<file path="src/rtl/alu_seq_pkg.sv">
// Shared definitions for the shared-ALU sequencer: opcodes, FSM states and
// the active-low 7-segment lookup for digits 0..7.
package alu_seq_pkg;

  localparam logic [1:0] OP_ADD = 2'b00;
  localparam logic [1:0] OP_SUB = 2'b01;
  localparam logic [1:0] OP_XOR = 2'b10;
  localparam logic [1:0] OP_SHL = 2'b11;

  typedef enum logic [1:0] {
    IDLE = 2'd0,
    EXEC = 2'd1,
    HOLD = 2'd2
  } state_t;

  // Index 0 is the rightmost element: SEG_DIGIT[d] is the pattern for digit d.
  localparam logic [7:0][6:0] SEG_DIGIT = {
    7'b1111000,  // 7
    7'b0000010,  // 6
    7'b0010010,  // 5
    7'b0011001,  // 4
    7'b0110000,  // 3
    7'b0100100,  // 2
    7'b1111001,  // 1
    7'b1000000   // 0
  };

endpackage

</file>
<file path="src/rtl/alu_share_seq_seg7.sv">
// seg7_dec: combinational 3-bit digit to active-low 7-segment decoder.
module seg7_dec
  import alu_seq_pkg::*;
(
  input  logic [2:0] digit_i,
  output logic [6:0] seg_o
);

  assign seg_o = SEG_DIGIT[digit_i];

endmodule

</file>
<file path="src/rtl/alu_share_seq.sv">
// alu_share_seq: one 3-bit ALU shared by two requesters under round-robin
// arbitration. The result is held on the HEX displays for HOLD_CYCLES
// cycles after each ack before the next request is accepted.
// Optional build macro ALU_SEQ_CARRY_EN adds a registered carry/borrow
// output and shows it on HEX1; without it HEX1 is a constant "0".
module alu_share_seq
  import alu_seq_pkg::*;
#(
  parameter int HOLD_CYCLES = 4,
  parameter int CNT_W       = 8
) (
  input  logic       clk,
  input  logic       rst,
  input  logic       req0,
  input  logic [1:0] op0,
  input  logic [2:0] a0,
  input  logic [2:0] b0,
  input  logic       req1,
  input  logic [1:0] op1,
  input  logic [2:0] a1,
  input  logic [2:0] b1,
  output logic       ack0,
  output logic       ack1,
  output logic [2:0] result,
  output logic       busy,
`ifdef ALU_SEQ_CARRY_EN
  output logic       carry,
`endif
  output logic [6:0] HEX0,
  output logic [6:0] HEX1
);

  state_t           state_q;
  logic             rr_q;      // 0: requester 0 wins a tie, 1: requester 1 wins
  logic             gnt_q;     // requester currently being served
  logic [1:0]       op_q;
  logic [2:0]       a_q;
  logic [2:0]       b_q;
  logic [CNT_W-1:0] cnt_q;
  logic [2:0]       result_q;
  logic [2:0]       result_d;
  logic             ack0_q;
  logic             ack1_q;
  logic             win1;
`ifdef ALU_SEQ_CARRY_EN
  logic             carry_q;
  logic             carry_d;
`endif

  function automatic logic [2:0] alu_res(input logic [1:0] op,
                                         input logic [2:0] a,
                                         input logic [2:0] b);
    case (op)
      OP_ADD:  return a + b;
      OP_SUB:  return a - b;
      OP_XOR:  return a ^ b;
      default: return {a[1:0], 1'b0};
    endcase
  endfunction

`ifdef ALU_SEQ_CARRY_EN
  function automatic logic alu_carry(input logic [1:0] op,
                                     input logic [2:0] a,
                                     input logic [2:0] b);
    case (op)
      OP_ADD:  return (4'(a) + 4'(b)) > 4'd7;
      OP_SUB:  return a < b;
      OP_SHL:  return a[2];
      default: return 1'b0;
    endcase
  endfunction
`endif

  // Requester 1 wins when it is alone, or when both ask and the pointer favours it.
  assign win1 = req1 & (~req0 | rr_q);

  // ALU evaluation on the captured operands.
  always_comb begin
    result_d = alu_res(op_q, a_q, b_q);
`ifdef ALU_SEQ_CARRY_EN
    carry_d  = alu_carry(op_q, a_q, b_q);
`endif
  end

  // Arbitration, execute and display-hold sequencing.
  always_ff @(posedge clk) begin
    if (rst) begin
      state_q  <= IDLE;
      rr_q     <= 1'b0;
      gnt_q    <= 1'b0;
      cnt_q    <= '0;
      result_q <= '0;
      ack0_q   <= 1'b0;
      ack1_q   <= 1'b0;
`ifdef ALU_SEQ_CARRY_EN
      carry_q  <= 1'b0;
`endif
    end else begin
      ack0_q <= 1'b0;
      ack1_q <= 1'b0;
      case (state_q)
        IDLE: begin
          if (req0 | req1) begin
            if (req0 & req1) rr_q <= ~win1;
            gnt_q   <= win1;
            op_q    <= win1 ? op1 : op0;
            a_q     <= win1 ? a1 : a0;
            b_q     <= win1 ? b1 : b0;
            state_q <= EXEC;
          end
        end
        EXEC: begin
          result_q <= result_d;
`ifdef ALU_SEQ_CARRY_EN
          carry_q  <= carry_d;
`endif
          ack0_q   <= ~gnt_q;
          ack1_q   <= gnt_q;
          cnt_q    <= CNT_W'(HOLD_CYCLES - 1);
          state_q  <= HOLD;
        end
        HOLD: begin
          if (cnt_q == '0) state_q <= IDLE;
          else             cnt_q   <= cnt_q - 1'b1;
        end
        default: state_q <= IDLE;
      endcase
    end
  end

  assign ack0   = ack0_q;
  assign ack1   = ack1_q;
  assign result = result_q;
  assign busy   = (state_q != IDLE);

  seg7_dec u_hex0 (
    .digit_i (result_q),
    .seg_o   (HEX0)
  );

`ifdef ALU_SEQ_CARRY_EN
  assign carry = carry_q;

  seg7_dec u_hex1 (
    .digit_i ({2'b00, carry_q}),
    .seg_o   (HEX1)
  );
`else
  assign HEX1 = SEG_DIGIT[0];
`endif

endmodule

</file>
<file path="config.mk">
export PLATFORM = sky130hd
export DESIGN_NAME = alu_share_seq
export DESIGN_NICKNAME = d
export VERILOG_FILES = /design/src/rtl/alu_seq_pkg.sv /design/src/rtl/alu_share_seq_seg7.sv /design/src/rtl/alu_share_seq.sv
export SDC_FILE = /design/constraint.sdc
export NUM_CORES = 1
export LEC_CHECK = 0
export ABC_AREA = 1
export CAP_MARGIN = 15
export CORE_ASPECT_RATIO = 1.5
export CORE_MARGIN = 2
export CORE_UTILIZATION = 55
export DETAILED_ROUTE_END_ITERATION = 6
export DONT_BUFFER_PORTS = 1
export GPL_ROUTABILITY_DRIVEN = 0
export PLACE_DENSITY = 0.83
export SYNTH_ARGS = -nofsm -noshare
export SYNTH_HDL_FRONTEND = slang
export SYNTH_SLANG_ARGS = --single-unit
export TNS_END_PERCENT = 5
</file>
<file path="constraint.sdc">
create_clock -name clk -period 2.2 [get_ports clk]
set_clock_uncertainty 0.15 [all_clocks]
set_input_delay 0.33 -clock clk [delete_from_list [all_inputs] [get_ports clk]]
set_output_delay 0.33 -clock clk [all_outputs]
set_load 0.005 [all_outputs]
</file>
==> impl.org, run 1 <==
** Yosys
- Sequential area share after synthesis :: 0.4153
- Proportion of synthesized flip-flops having asynchronous set or reset :: 0
- During synthesis, Yosys emitted a total of 0 warnings.
- sky130_fd_sc_hd__dfxtp_1 takes more of the synthesized area than any other cell.
- Syn Std Cell Area :: 1735 µm²
- Yosys attributes the largest share of cell area to sky130_fd_sc_hd__dfxtp_1, sky130_fd_sc_hd__edfxtp_1, sky130_fd_sc_hd__nand2_1, sky130_fd_sc_hd__ha_1, sky130_fd_sc_hd__inv_1.
- A synthesized cell averages 8.072 µm².
- Synthesized netlist cell count :: 215
- In this run, synthesis inferred 8 flip-flops with an integrated enable.
- Dominant register cell in the synthesized netlist :: sky130_fd_sc_hd__dfxtp_1
- Count of state elements after synthesis :: 32
- In this run, distinct cell masters in the synthesized netlist total 33.
- Of the post-synthesis cell area, the dominant cell type holds 0.2769.

** STA
- Setup ws final :: -0.2356 ns
- Tightest Pin Transition :: 0.5611 ns
- Derived from the worst setup path, the maximum achievable clock frequency is 410.6 MHz.
- For the finished layout, the period the worst path requires is 2.436 ns.
- Final setup viols :: 7
- Dividing the final minimum period by the clock period gives 1.107.
- Max-slew headroom :: 0.6247
- The final max-slew violation count came to 0.
- Final Hold Viols :: 0
- RSZ-0062 raised after global routing :: true

** Cells and area
- For this run, the share of the core covered by cells in the final layout is 0.6549.
- Compared with the post-synthesis result, the final layout area differs by 16.87%.
- Leaving out fill and tap cells, the most frequent cell in the layout is sky130_fd_sc_hd__nand2_1.
- After routing the design area is 2028 µm².
- Commonest cells after routing, fill and taps aside :: sky130_fd_sc_hd__nand2_1, sky130_fd_sc_hd__dfxtp_1, sky130_fd_sc_hd__inv_1, sky130_fd_sc_hd__nor2_1, sky130_fd_sc_hd__buf_4
- In the final layout, the share of cells above drive strength 1 is 0.2318.
- The net count of the finished layout is 261.
- 0 antenna diodes ended up in the layout.

** GRT
- The first global-routing pass estimated 5671 µm of wire.
- The number of antenna violations at the first check in global routing is 0.
- For this run, the total global-route usage over all layers was measured as 0.2101.
- The via count of the first global-routing pass is 1337.
- The total overflow left after global routing is 0.
- Largest net degree at the start of global routing :: 12

** Floorplanning
- The initial utilization of the core area, before any placement, comes to 0.5604.
- Total core area :: 3097 µm²
- In this run the vertical extent of the chip is 72.80 µm.
- For this design the top-level I/O count stands at 40.
- The die is 49.87 µm wide.
- In this run the core area contains 25 standard-cell rows.
- Die area :: 3630 µm²

** Worst setup path
- Arrival time reported for the critical path endpoint :: 2.45 ns
- On the worst path, the slowest cell contributes a delay of 0.48 ns.
- Walking the worst path, the cells encountered are inv_2, ha_4, o21ai_4, fa_1, o21ai_1, a21oi_1, o21ai_1, nand2_1, nand2_4, ha_4, inv_2, nand3_2, nand2_1.
- Startpoint-to-endpoint class of the critical path :: reg2reg
- Broken down by cell family, the worst path's largest delay share belongs to adder cells.
- On the critical path, the stage with the largest delay is an instance of sky130_fd_sc_hd__fa_1.
- At the worst endpoint, the required time is 2.22 ns.
- The worst setup path is launched from a flip-flop.
- Endpoint class of the critical path :: flip-flop
- Buf/Inv on CP :: 2
- Maximum fanout along the worst path :: 6

** Detailed routing
- Post-detailed-routing wire length :: 3334 µm
- After detailed routing, the number of vias per cell comes to 4.949.
- Once detail routing completed, the nets flagged for antenna violations numbered 0.
- Number of optimization iterations in the first detailed-route pass :: 4
- 1st-iter DRT viols :: 28
- After detailed routing, the number of remaining DRC violations is 0.
- After detailed routing, the average wire length per cell comes to 12.21 µm.
- Detailed routing inserted a total of 1351 vias.

** Clock network
- CTS built an H-tree with a depth of 2.
- Buffer depth of the longest clock path :: 2
- Root buffer cell :: sky130_fd_sc_hd__clkbuf_8
- The later pin in the worst-skew pair is clocked with a latency of 0.28 ns.
- Clock buffers created by TritonCTS :: 5
- Clock-pin slew was measured on the worst setup and hold paths at 0.06 ns.
- Number of sinks driven by the clock tree :: 32
- TritonCTS clock tree :: yes

** Pwr
- Peak supply drop :: 0.4684 mV
- Power Internal :: 0.001058 W
- Clock group share of total power :: 0.303
- In this run the power spent charging and discharging nets is 0.0004496 W.
- Of the total power, the share spent switching nets is 0.2983.
- Of the total power, combinational logic draws 0.240.
- Summed over all cells, the static leakage comes to 0.9791 nW.
- PD cells :: 743.1 nW/µm²
- Part of the total power dissipated in sequential elements :: 0.457

** Placement
- Detailed placement finished with a half-perimeter wire length of 2471 µm.
- Buffers placed on the I/O ports in this run total 0.
- Placed cell area :: 1844 µm²

** Status
- The checks that failed: setup timing.
- The flow ran to the end, but the final reports show violations.

** Flow run
- Across the run, the number of max-cap violations was 0.

** Hold path
- In this run the worst hold path is classified as in2reg.
[cell usage after synthesis, types with 5 or more instances]
cell type	n
sky130_fd_sc_hd__xor2_1	5
sky130_fd_sc_hd__buf_4	7
sky130_fd_sc_hd__nor2_1	16
sky130_fd_sc_hd__o21ai_0	5
sky130_fd_sc_hd__ha_1	8
sky130_fd_sc_hd__a21oi_1	6
sky130_fd_sc_hd__edfxtp_1	8
sky130_fd_sc_hd__nand2_1	63
sky130_fd_sc_hd__nand3_1	12
sky130_fd_sc_hd__dfxtp_1	24
sky130_fd_sc_hd__inv_1	24
sky130_fd_sc_hd__a21oi_2	7
[final cells by class]
type                            instances  area [µm²]
Clock buffer                            8       90.09
Fill cell                             225        1069
Inverter                               30       125.1
Multi-Input combinational cell        150       938.4
Sequential cell                        32       720.7
Tap cell                               40       50.05
Timing Repair Buffer                   13       103.9
[worst register-to-register path: stages, from the launching register on]
cell and delay [ns]:
sky130_fd_sc_hd__edfxtp_1 0.37, sky130_fd_sc_hd__inv_2 0.07, sky130_fd_sc_hd__ha_4 0.27, sky130_fd_sc_hd__o21ai_4 0.06
sky130_fd_sc_hd__fa_1 0.48, sky130_fd_sc_hd__o21ai_1 0.06, sky130_fd_sc_hd__a21oi_1 0.12, sky130_fd_sc_hd__o21ai_1 0.09
sky130_fd_sc_hd__nand2_1 0.12, sky130_fd_sc_hd__nand2_4 0.10, sky130_fd_sc_hd__ha_4 0.28, sky130_fd_sc_hd__inv_2 0.03
sky130_fd_sc_hd__nand3_2 0.07, sky130_fd_sc_hd__nand2_1 0.06
[power by group through the flow]
stage	clock (W)	combinational, W	sequential [W]
floorplan	0	0.000272	0.000695
detailed placement	0	0.000329	0.000702
CTS	0.000466	0.000361	0.000689
global route	0.000488	0.000405	0.000695
finish	0.000457	0.000362	0.000688
global placement	0	0.000315	0.000699
[cells by family after synthesis]
kind of cell | count (synthesis) | share of synthesized area
AOI/OAI and AO/OA | 21 | 0.08507
and+or+nand+nor | 106 | 0.2862
DFF | 32 | 0.4153
adders and majority gates | 9 | 0.06922
xor gates and xnor gates | 7 | 0.03533
buffers and inverters | 38 | 0.1045
other | 2 | 0.004327
[final timing paths]
kind,start,endpoint,slack [ns],cells after the start
worst max-delay path,b_q[1],HEX0[3],-0.24,13
worst min-delay path,op0[1],op_q[1],0.08,2
worst max register to register,b_q[1],HEX0[3],-0.24,13
worst min register to register,cnt_q[0],cnt_q[0],0.33,2
[sequential cells by signal (all words and copies together), names as in the netlist]
register,flops
cnt_q,8
HEX0,7
a_q,3
b_q,3
result,3
op_q,2
state_q,2
ack0,1
ack1,1
gnt_q,1
rr_q,1
[through the flow]
step / power, W / setup slack, ns / cells / TNS, ns / hold slack (ns)
CTS: 0.001516 / -0.2341 / 273 / -1.393 / 0.07023
detailed placement: 0.001031 / -0.3019 / 261 / -1.409 / 0.2455
floorplan: 0.0009669 / -0.07235 / 220 / -0.2251 / 0.2491
global placement: 0.001014 / -0.08884 / 261 / -0.3411 / 0.2446
finish: 0.001507 / -0.2356 / 273 / -1.184 / 0.07741
global route: 0.001588 / -0.3857 / 273 / -2.310 / 0.08077
[per-layer routing]
layer | GRT usage | share of wire
met1 | 0.2026 | 0.37
met2 | 0.3985 | 0.55
met3 | 0.05123 | 0.042
met4 | 0.1173 | 0.033
met5 | 0 | 0
[repair_timing]
| action | in CTS | in global routing |
|---|---|---|
| endpoints found under the setup margin | 7 | 9 |
| hold endpoints to repair | 11 | 0 |
| hold buffers | 1 | 0 |
| buffers inserted | 3 | 0 |
| pin swaps | 11 | 4 |
| resized for setup | 10 | 1 |
Power figures use the tool's default switching activity.
==> inputs of run 2 (changes only) <==
Settings changed: CORE_ASPECT_RATIO 1.5 to 0.9, MAX_ROUTING_LAYER set to met4.
==> impl.org, run 2 (same netlist as run 1, synthesis figures left out) <==
** STA
- The routed design could run at a clock period as short as 2.329 ns.
- RSZ-0062 raised after global routing :: true
- The number of endpoints with negative hold slack in the final report is 0.
- Setup violations remaining at the end of the flow were counted as 6.
- Max-slew violation count :: 0
- Headroom to the max-slew limit came out at 0.6326.
- Setup ws final :: -0.1285 ns
- Hold timing on the final database bottoms out at a slack of 0.02298 ns.
- For the pin with the worst max-slew slack, the measured transition is 0.5492 ns.
- Dividing the final minimum period by the clock period gives 1.058.
- For this run, the top clock speed supported by timing is 429.5 MHz.

** Detailed routing
- 1st-iter DRT viols :: 37
- In this run the remaining antenna-violating nets after routing total 0.
- For this run, design rule violations remaining after detail routing come to 0.
- Wire per inst :: 10.53 µm
- Ratio of routed vias to standard cells :: 4.811
- For this block, the via count after detailed routing is 1323.
- Post-detailed-routing wire length :: 2896 µm
- The first detailed-routing pass took 4 iterations.

** Cells and area
- After the last flow step, the layout net total stands at 261.
- Flip-flop count of the largest register after layout :: 8
- Proportion of layout cells with a drive suffix above 1 :: 0.2318
- Commonest cells after routing, fill and taps aside :: sky130_fd_sc_hd__nand2_1, sky130_fd_sc_hd__dfxtp_1, sky130_fd_sc_hd__inv_1, sky130_fd_sc_hd__nor2_1, sky130_fd_sc_hd__buf_4
- More flip-flops sit in one register than any other, and that register is cnt_q.
- Relative to the synthesized area, the layout overhead comes to 14.49%.
- Leaving out fill and tap cells, the most frequent cell in the layout is sky130_fd_sc_hd__nand2_1.
- Antenna Diode Count :: 0

** Clock network
- Counting the buffers created by CTS gives 5.
- Insertion delay to the later sink of the worst-skew pair :: 0.33 ns
- The H-tree was split into 2 levels.
- The tree built by TritonCTS fans out to 32 sinks.
- TritonCTS clock tree :: yes
- Root buffer cell :: sky130_fd_sc_hd__clkbuf_4
- After clock tree synthesis, the clock-pin slew on the worst setup and hold paths is 0.10 ns.
- In this run the deepest clock path goes through 2 buffers.

** Worst setup path
- Critical path startpoint category :: flip-flop
- Startpoint-to-endpoint class of the critical path :: reg2reg
- Number of cell instances on the worst register-to-register path :: 13
- Arrival time reported for the critical path endpoint :: 2.42 ns
- Of all nets on the critical path, the largest fanout is 6.
- The worst setup path is captured at a flip-flop.
- In this run the critical register-to-register path is launched from b_q[1].
- At the worst endpoint, the required time is 2.29 ns.
- Setup slack on the worst flop-to-flop path :: -0.13 ns
- End of the worst register-to-register path :: HEX0[3]

** Pwr
- Across the VDD grid, the largest voltage drop is 0.3887 mV.
- Part of the total power dissipated in combinational logic :: 0.236
- Overall power consumption after layout is estimated at 0.001459 W.
- Of the total power, registers draw 0.471.
- Cell internal power was estimated by the tool at 0.001028 W.
- Clock group share of total power :: 0.293
- Of the total power, the share spent switching nets is 0.2953.
- Summed over all nets, the switching power comes to 0.0004308 W.
- The analysis attributes to cell leakage a power of 0.9683 nW.
- In this run the power density over the cells is 734.1 nW/µm².

** Status
- Outcome :: finished, violations left
- The checks that failed: setup timing.

** Floorplanning
- From left edge to right edge, the die measures 63.21 µm.
- Total core area :: 3043 µm²
- The floorplan has 19 rows.
- Chip Height :: 57.29 µm
- Die area :: 3621 µm²
- Effective utilization at floorplan :: 0.5703
- I/O pin total :: 40

** Placement
- DP HPWL :: 2176 µm
- Port buffering added 0 buffers.

** Hold path
- Number of cells on the worst hold path :: 2
- The path with the worst hold slack has its endpoint at a_q[0].
- Hold path startpoint :: a0[0]
- The worst hold path belongs to the class in2reg.

** GRT
- Antenna violations before repair :: 0
- The via count of the first global-routing pass came to 1152.
- The first global-routing pass estimated 4733 µm of wire.
- GRT Overall Usage :: 0.1759
- Largest net degree at the start of global routing :: 12
- After global routing the overflow that remains totals 0.

** Flow run
- Max_cap viols :: 0
-- run 2: cell count changes in the layout (fill, tap and decap cells not counted), moves of 2 or more --
| cell | change |
|---|---|
| sky130_fd_sc_hd__clkbuf_4 | +5 |
| sky130_fd_sc_hd__clkbuf_8 | -6 |
| sky130_fd_sc_hd__clkbuf_1 | -2 |
| sky130_fd_sc_hd__clkinv_1 | +2 |
-- run 2: final cells by class --
class                   instances  area [µm²]
clock buffers                   5       37.54
well taps                      42       52.55
clock inverters                 3       37.54
fillers                       269        1056
inverters                      30       125.1
repair buffers                 13       100.1
multi-input cells             150       913.4
flip-flops and latches         32       720.7
-- run 2: repair_timing --
item | in CTS | in global routing
buffers inserted | 1 | 0
resized for setup | 6 | 1
hold buffers | 1 | 0
pin swaps | 9 | 7
setup endpoints to repair | 6 | 8
endpoints found under the hold margin | 11 | 0
-- run 2: power by group through the flow --
stage | Clock, W | Sequential, W | Combinational, W
floorplan | 0 | 0.000695 | 0.000272
global placement | 0 | 0.000699 | 0.000318
detailed placement | 0 | 0.000701 | 0.000328
CTS | 0.000436 | 0.000688 | 0.000345
global route | 0.000461 | 0.000693 | 0.000388
finish | 0.000427 | 0.000687 | 0.000344
-- run 2: routing by layer --
metal  wire, µm  track usage  share of wire  up-vias
met5          0            -              0        -
met4         39      0.06832          0.013        0
met3        182      0.05720          0.063        7
met2       1343       0.2827           0.46       45
met1       1331       0.2071           0.46      574
li1           -            -              -      697
-- run 2: through the flow --
step / std cells / cell area, µm² / setup slack [ns] / util / setup TNS [ns]
floorplan: 220 / 1783 / -0.07235 / - / -0.2251
global placement: 265 / 1862 / -0.08002 / 0.6118 / -0.2930
detailed placement: 265 / 1862 / -0.1754 / 0.6118 / -0.6649
CTS: 275 / 1984 / -0.1551 / 0.6521 / -0.8200
global route: 275 / 1987 / -0.2866 / 0.6530 / -1.606
finish: 275 / 1987 / -0.1285 / 0.6530 / -0.5023
-- run 2: worst max-delay path: stages (launching register included) --
cell                       delay (ns)
sky130_fd_sc_hd__edfxtp_1        0.38
sky130_fd_sc_hd__inv_2           0.06
sky130_fd_sc_hd__ha_4            0.26
sky130_fd_sc_hd__o21ai_2         0.05
sky130_fd_sc_hd__fa_1            0.47
sky130_fd_sc_hd__o21ai_1         0.07
sky130_fd_sc_hd__a21oi_1         0.11
sky130_fd_sc_hd__o21ai_1         0.07
sky130_fd_sc_hd__nand2_1         0.11
sky130_fd_sc_hd__nand2_4         0.09
sky130_fd_sc_hd__ha_4            0.27
sky130_fd_sc_hd__inv_2           0.03
sky130_fd_sc_hd__nand3_2         0.05
sky130_fd_sc_hd__nand2_1         0.04
-- run 2: how the worst max path moves through the flow --
stage	startpoint	endpoint	slack (ns)
after floorplan	b_q[1]	HEX0[3]	-0.07
after global placement	b_q[1]	HEX0[6]	-0.08
after detailed placement	b_q[1]	HEX0[5]	-0.18
after CTS	b_q[1]	HEX0[3]	-0.16
after global routing	b_q[1]	HEX0[3]	-0.29
final	b_q[1]	HEX0[3]	-0.13
